===== src/rtl/sipo_rx.sv =====
// sipo_rx: serial-in, parallel-out receiver for the serial shift link.
// Collects WIDTH qualified serial bits into a word and presents it on a
// parallel output with a valid/ready handshake. One completed word is held
// while the next word shifts in; a word that cannot be delivered is dropped
// and recorded in a sticky overrun flag.
//
// Ports:
//   clk        rising-edge clock
//   reset      synchronous, active-high reset
//   sin        serial data bit
//   sin_en     qualifies sin; a bit is captured only when high
//   flush      discards the partial word in progress
//   dout       completed parallel word
//   dout_valid dout holds an unconsumed word
//   dout_ready consumer accepts dout when dout_valid & dout_ready
//   bit_cnt    bits of the current partial word received so far
//   overrun    sticky: a completed word was dropped
//   ovr_clr    clears overrun
module sipo_rx #(
  parameter int unsigned WIDTH     = 4,
  parameter bit          MSB_FIRST = 1'b1
) (
  input  logic                       clk,
  input  logic                       reset,
  input  logic                       sin,
  input  logic                       sin_en,
  input  logic                       flush,
  output logic [WIDTH-1:0]           dout,
  output logic                       dout_valid,
  input  logic                       dout_ready,
  output logic [$clog2(WIDTH+1)-1:0] bit_cnt,
  output logic                       overrun,
  input  logic                       ovr_clr
);

  localparam int unsigned CW = $clog2(WIDTH + 1);
  localparam logic [CW-1:0] CNT_LAST = CW'(WIDTH - 1);

  logic [WIDTH-1:0] shift_q, shift_d;
  logic [CW-1:0]    cnt_q, cnt_d;
  logic [WIDTH-1:0] dout_q, dout_d;
  logic             valid_q, valid_d;
  logic             ovr_q, ovr_d;

  logic [WIDTH-1:0] shifted;
  logic             capture;
  logic             complete;
  logic             accept;

  // Shift register with the current sin already inserted; on the completion
  // edge this is the full word.
  always_comb begin
    shifted = '0;
    if (MSB_FIRST) begin
      shifted = {shift_q[WIDTH-2:0], sin};
    end else begin
      shifted = {sin, shift_q[WIDTH-1:1]};
    end
  end

  assign capture  = sin_en && !flush;
  assign complete = capture && (cnt_q == CNT_LAST);
  assign accept   = !valid_q || dout_ready;

  always_comb begin
    shift_d = shift_q;
    cnt_d   = cnt_q;
    dout_d  = dout_q;
    valid_d = valid_q;
    ovr_d   = ovr_q;

    if (flush) begin
      shift_d = '0;
      cnt_d   = '0;
    end else if (sin_en) begin
      if (complete) begin
        shift_d = '0;
        cnt_d   = '0;
      end else begin
        shift_d = shifted;
        cnt_d   = cnt_q + CW'(1);
      end
    end

    // A completion into a busy output drops the word; a completion into a
    // free (or simultaneously consumed) output replaces it with no bubble.
    if (complete && accept) begin
      dout_d  = shifted;
      valid_d = 1'b1;
    end else if (valid_q && dout_ready) begin
      valid_d = 1'b0;
    end

    // Set beats clear when both happen on the same edge.
    if (complete && !accept) begin
      ovr_d = 1'b1;
    end else if (ovr_clr) begin
      ovr_d = 1'b0;
    end
  end

  always_ff @(posedge clk) begin
    if (reset) begin
      shift_q <= '0;
      cnt_q   <= '0;
      dout_q  <= '0;
      valid_q <= 1'b0;
      ovr_q   <= 1'b0;
    end else begin
      shift_q <= shift_d;
      cnt_q   <= cnt_d;
      dout_q  <= dout_d;
      valid_q <= valid_d;
      ovr_q   <= ovr_d;
    end
  end

  assign dout       = dout_q;
  assign dout_valid = valid_q;
  assign bit_cnt    = cnt_q;
  assign overrun    = ovr_q;

endmodule


===== config.mk =====
export PLATFORM = sky130hd
export DESIGN_NAME = sipo_rx
export DESIGN_NICKNAME = d
export VERILOG_FILES = /design/src/rtl/sipo_rx.sv
export SDC_FILE = /design/constraint.sdc
export NUM_CORES = 1
export LEC_CHECK = 0
export CAP_MARGIN = 20
export CORE_AREA = 4 4 41 43
export DETAILED_ROUTE_END_ITERATION = 6
export DIE_AREA = 0 0 45 47
export GPL_ROUTABILITY_DRIVEN = 0
export PLACE_DENSITY = 0.71
export SYNTH_ARGS = -nofsm -noshare
export SYNTH_HDL_FRONTEND = slang
export SYNTH_SLANG_ARGS = --single-unit

===== constraint.sdc =====
create_clock -name clk -period 1.8 [get_ports clk]
set_clock_uncertainty 0.1 [all_clocks]
set_input_delay 0.27 -clock clk [delete_from_list [all_inputs] [get_ports clk]]
set_output_delay 0.27 -clock clk [all_outputs]
set_load 0.005 [all_outputs]

* After elaboration in Yosys (flattened, before gate mapping)
Index checks and enable logic that the tools add are counted.
** Cells by class
- $add $sub $neg :: 1
- Equality and inequality tests :: 1
- Muxes and demuxes :: 6
- Reduce and logical (&&, ||, !) cells :: 12
** Operators by type and width (number)
- 2-to-1 mux 3 bit :: 2
- logical AND 1 bit :: 5
- 2-to-1 mux 1 bit :: 4
- nonzero test 2 bit :: 2
- adder 3 x 1 -> 3 bit, second input constant :: 1
- == test 3 x 2 -> 1 bit, second input constant :: 1
- zero test 1 bit :: 3
- OR reduction 2 bit :: 1
- logical OR 1 bit :: 1
** Word-level totals
- Flip-flop bits (word level) :: 12
- Input port bits :: 7
- Output and inout bits :: 9
- Logic and storage cells :: 25

* Logic depth before layout (Yosys ltp)
Gate-level depths: netlist of the first run.
- Depth in word-level cells :: 5
- Gate-level depth with buffers :: 6
- Depth with buffers taken out :: 5

* Worst setup path after synthesis of the first run
OpenSTA, ideal clock, no wires.
- Path type :: reg2reg
- From :: register cnt_q[0] (netlist: bit_cnt[0])
- To :: register dout_q[0] (netlist: dout[0])
- Data arrival time :: 1243 ps
- Data required time :: 1628 ps
- Slack :: 385 ps
- Cell stages (with the launch flop) :: 7
- Path buffers :: 1
- Clock period less this slack :: 1415 ps
- Cell sequence :: dfxtp_1 > ha_1 > ha_1 > nand3b_2 > nor2b_1 > buf_4 > mux2i_1
** Between the ends
- Cells in the longest elaborated chain, start to end :: 3
** RTL lines
- start, declared :: RTL line 40 : logic [CW-1:0] cnt_q, cnt_d;
- start signal, assigned :: RTL line 111 : cnt_q <= cnt_d;
- == test 3 x 2 -> 1 bit :: RTL line 62 : assign complete = capture && (cnt_q == CNT_LAST);
- logical AND 1 bit :: RTL line 62
- logical AND 1 bit :: RTL line 87 : if (complete && accept) begin
- end signal, assigned :: RTL line 112 : dout_q <= dout_d;
- end, declared :: RTL line 41 : logic [WIDTH-1:0] dout_q, dout_d;
No other way between the ends.
A chain may end at the register's enable or synchronous reset.

* Worst setup path in the final report of the first run
- From :: register valid_q (netlist: dout_valid)
- To :: output port dout_valid
** RTL lines
- start, declared :: RTL line 42 : logic valid_q, valid_d;
- start signal, assigned :: RTL line 113 : valid_q <= valid_d;
- end, declared :: RTL line 29 : output logic dout_valid,
No word-level cell between the ends.

==> results of run 1 <==
[final timing paths]
| kind | startpoint | endpoint | slack, ns | depth (start not counted) |
|---|---|---|---|---|
| min | dout[3]$_SDFFE_PP0P_ | dout[3]$_SDFFE_PP0P_ | 0.38 | 2 |
| min reg2reg | dout[3]$_SDFFE_PP0P_ | dout[3]$_SDFFE_PP0P_ | 0.38 | 2 |
| max | dout_valid$_SDFFE_PP0P_ | dout_valid | 0.24 | 1 |
| max reg2reg | bit_cnt[1]$_SDFFE_PP0P_ | dout[2]$_SDFFE_PP0P_ | 0.25 | 6 |
[stage by stage]
step | power (W) | cells | cell area (um^2) | hold WS (ns)
after floorplan | 0.000295 | 57 | 548 | 0.325
after global placement | 0.000317 | 86 | 719 | 0.365
after detailed placement | 0.000317 | 86 | 719 | 0.362
after CTS | 0.000532 | 90 | 756 | 0.379
after global routing | 0.000546 | 90 | 756 | 0.393
final | 0.000526 | 90 | 756 | 0.379
[cell families (layout without fill, tap and decap cells)]
family / count (synthesis) / count (layout)
muxes: 6 / 6
adders and majority gates: 2 / 2
DFF: 12 / 12
buffers and inverters: 6 / 24
and+or+nand+nor: 25 / 25
AOI/OAI and AO/OA: 6 / 6
[registers in the layout, summed over array words and instances, names as in the netlist]
| register | count |
|---|---|
| shift_q | 3 |
| dout_valid | 1 |
| dout | 4 |
| overrun | 1 |
| bit_cnt | 3 |
[cells in the final DEF (no fill, tap or decap), drive strengths merged]
cell type      count
a21oi              5
buf                3
clkbuf             4
clkdlybuf4s50     15
dfxtp             12
ha                 2
inv                2
mux2i              6
nand2b            13
nand3b             5
nor2               4
nor2b              2
o22ai              1
or2                1
[final cells by class]
type | count | area [um^2]
tap | 15 | 18.8
inverter | 2 | 7.51
clock buffer | 4 | 36.3
fill | 119 | 546
sequential | 12 | 240
multi-input combinational | 39 | 280
timing repair buffer | 18 | 173
[power groups by stage]
stage,logic (W),clock network [W],registers (W)
global route,0.0000447,0.000231,0.000270
global placement,0.0000413,0,0.000276
CTS,0.0000415,0.000221,0.000270
finish,0.0000412,0.000215,0.000270
detailed placement,0.0000413,0,0.000276
floorplan,0.0000196,0,0.000276
[worst min-delay path, stage by stage (launching register included)]
cell,delay [ns]
dfxtp_1,0.31
nand2b_1,0.07
mux2i_1,0.06
[routing by layer]
| metal | vias up | routed length, um |
|---|---|---|
| met2 | 10 | 472 |
| li1 | 226 | - |
| met5 | - | 0 |
| met3 | 0 | 38 |
| met4 | 0 | 0 |
| met1 | 185 | 493 |
==> reports/summary.txt, run 1 <==
=========================================================================================
Result of the run .......................................................... complete, no violations
Worst-path maximum fanout ..................................................            2
Final-stage net count ......................................................           85
Setup repair after global routing missed its margin ........................           no
Drt pass-1 iters ...........................................................            2
Nature of the critical path endpoint .......................................   output pin
Yosys top cell by area .....................................................      dfxtp_1
Combinational Power Share ..................................................        0.078
Total Die Area ............................................................. 0.00212 mm^2
CP bufs+invs ...............................................................            1
Per-cell routed wire length ................................................      11.2 um
Combinational family with the most area after synthesis .................... simple AND/OR/NAND/NOR gates
Total clock buffers created by CTS .........................................            3
Top cell type's share of synthesized area ..................................        0.438
Switching power share of the total .........................................        0.207
Maximum clock insertion buffer count .......................................            2
Post-synthesis net count ...................................................           66
Sum of negative setup slack ................................................         0 ns
Area Overhead vs Synth .....................................................        37.9%
Die boundary width .........................................................        45 um
Fin util ...................................................................        0.581
Clock latency on the worst-skew pair .......................................      0.27 ns
Transition time at the pin with the least slew margin ......................     0.222 ns
Floorplan row count ........................................................           13
Highest-delay cell along the critical path ................................. clkdlybuf4s50_1
Maximum clock frequency ....................................................    0.641 GHz
Via-per-instance ratio .....................................................         4.68
Power dissipated by switching net loads ....................................   0.000109 W
Most frequent cells after synthesis ........................................ dfxtp_1 (12), nand2b_1 (12), mux2i_1 (6)
Adder-cell share of the synthesized area ...................................       0.0457
Compound-cell area share of the yosys netlist ..............................       0.0571
Share of final-layout standard cells stronger than drive strength 1 ........        0.133
Worst min-delay path class ................................................. register to register
Residual overflow from global routing ......................................            0
Static leakage .............................................................     0.277 nW
CORE AREA .................................................................. 0.00130 mm^2
Power per standard cell area ...............................................  696 mW/mm^2
Min cycle time layout ......................................................      1.56 ns
Detailed placement HPWL ....................................................       754 um
Area fraction in and, or, nand and nor cells after synthesis ...............        0.299
Pre-CTS setup slack ........................................................     0.237 ns
Most area-consuming cells after synthesis .................................. dfxtp_1 (44%), nand2b_1 (14%), mux2i_1 (11%), nand3b_1 (5.5%), a21oi_1 (4.6%)
Number of different library cells in the post-synthesis netlist ............           16
Synthesized flop and latch total ...........................................           12
Starting density of the core ...............................................        0.421
Initial antenna violation count ............................................            0
Pin count of the biggest net entering global routing .......................           11
Routed wire length .........................................................      1.01 mm
Number of warnings printed during yosys synthesis ..........................            0
Start-to-end type of the worst setup path .................................. register to output pin
Portion of total power attributed to sequential cells ......................        0.512
DRC violations left ........................................................            0
Worst EP arrival ...........................................................      1.19 ns
Post-route clock period utilization ........................................        0.867
N_diodes ...................................................................            0
Hold buffer count at cts ...................................................            0
Number of instances in the synthesized netlist .............................           57
Critical Path, Cell by Cell ................................................ clkdlybuf4s50_1
Req. time, crit path .......................................................      1.43 ns
Max-cap violations .........................................................            0
Cell family with most CP delay ............................................. buffers and inverters
Proportion of register bits with asynchronous set or reset after synthesis .            0
Post-Synth XOR/XNOR Area ...................................................            0
Number of setup buffers added after CTS ....................................            0
Number of antenna-violating nets in the routed design ......................            0
Number of primary I/O pins .................................................           16
Pins Over Slew Limit .......................................................            0
GRT met3 Usage .............................................................       0.0345
Avg Cell Area, Syn .........................................................    9.61 um^2
Global routing met1 resource utilization ...................................        0.131
Vias in the first global route .............................................          414
TritonCTS sink count .......................................................           12
Max VDD drop ...............................................................     0.284 mV
Met2 Usage GRT .............................................................        0.158
Library cell used as clock root buffer .....................................     clkbuf_4
Max-slew headroom ..........................................................        0.852
Clk slew on worst S/H paths ................................................      0.08 ns
Clock tree from TritonCTS ..................................................        built
Via count ..................................................................          421
Total number of H-tree levels ..............................................            1
Die height .................................................................        47 um
Total routing usage reported by global routing .............................        0.104
Number of DRC markers after the initial detailed-route iteration ...........            5
Count of instances resized after the clock tree is built ...................            0
Top_reg_cell synth .........................................................      dfxtp_1
Final setup margin .........................................................     0.239 ns
Critical Path Max Stage Delay ..............................................      0.54 ns
Setup violators final ......................................................            0
First-pass GRT wire length .................................................      1.57 mm
Port Buffer Count ..........................................................           15
Fin. Hold Viols ............................................................            0
Clock network power share ..................................................        0.409
Crit path launch type ......................................................     register
Sequential area share after synthesis ......................................        0.438
Share of synthesized area spent on multiplexers ............................        0.110
Count of flip-flops with a built-in enable after synthesis .................            0
Layer carrying the most global-route usage .................................         met2
Int Power ..................................................................   0.000417 W
Mapped cell area ...........................................................     548 um^2
=========================================================================================
(Power assumes the default switching activity.)
==> run 2: changes to the inputs <==
CAP_MARGIN = default   (was 20)
==> results of run 2 <==
Same layout as run 1: the final DEF is identical, and so are final timing and power.
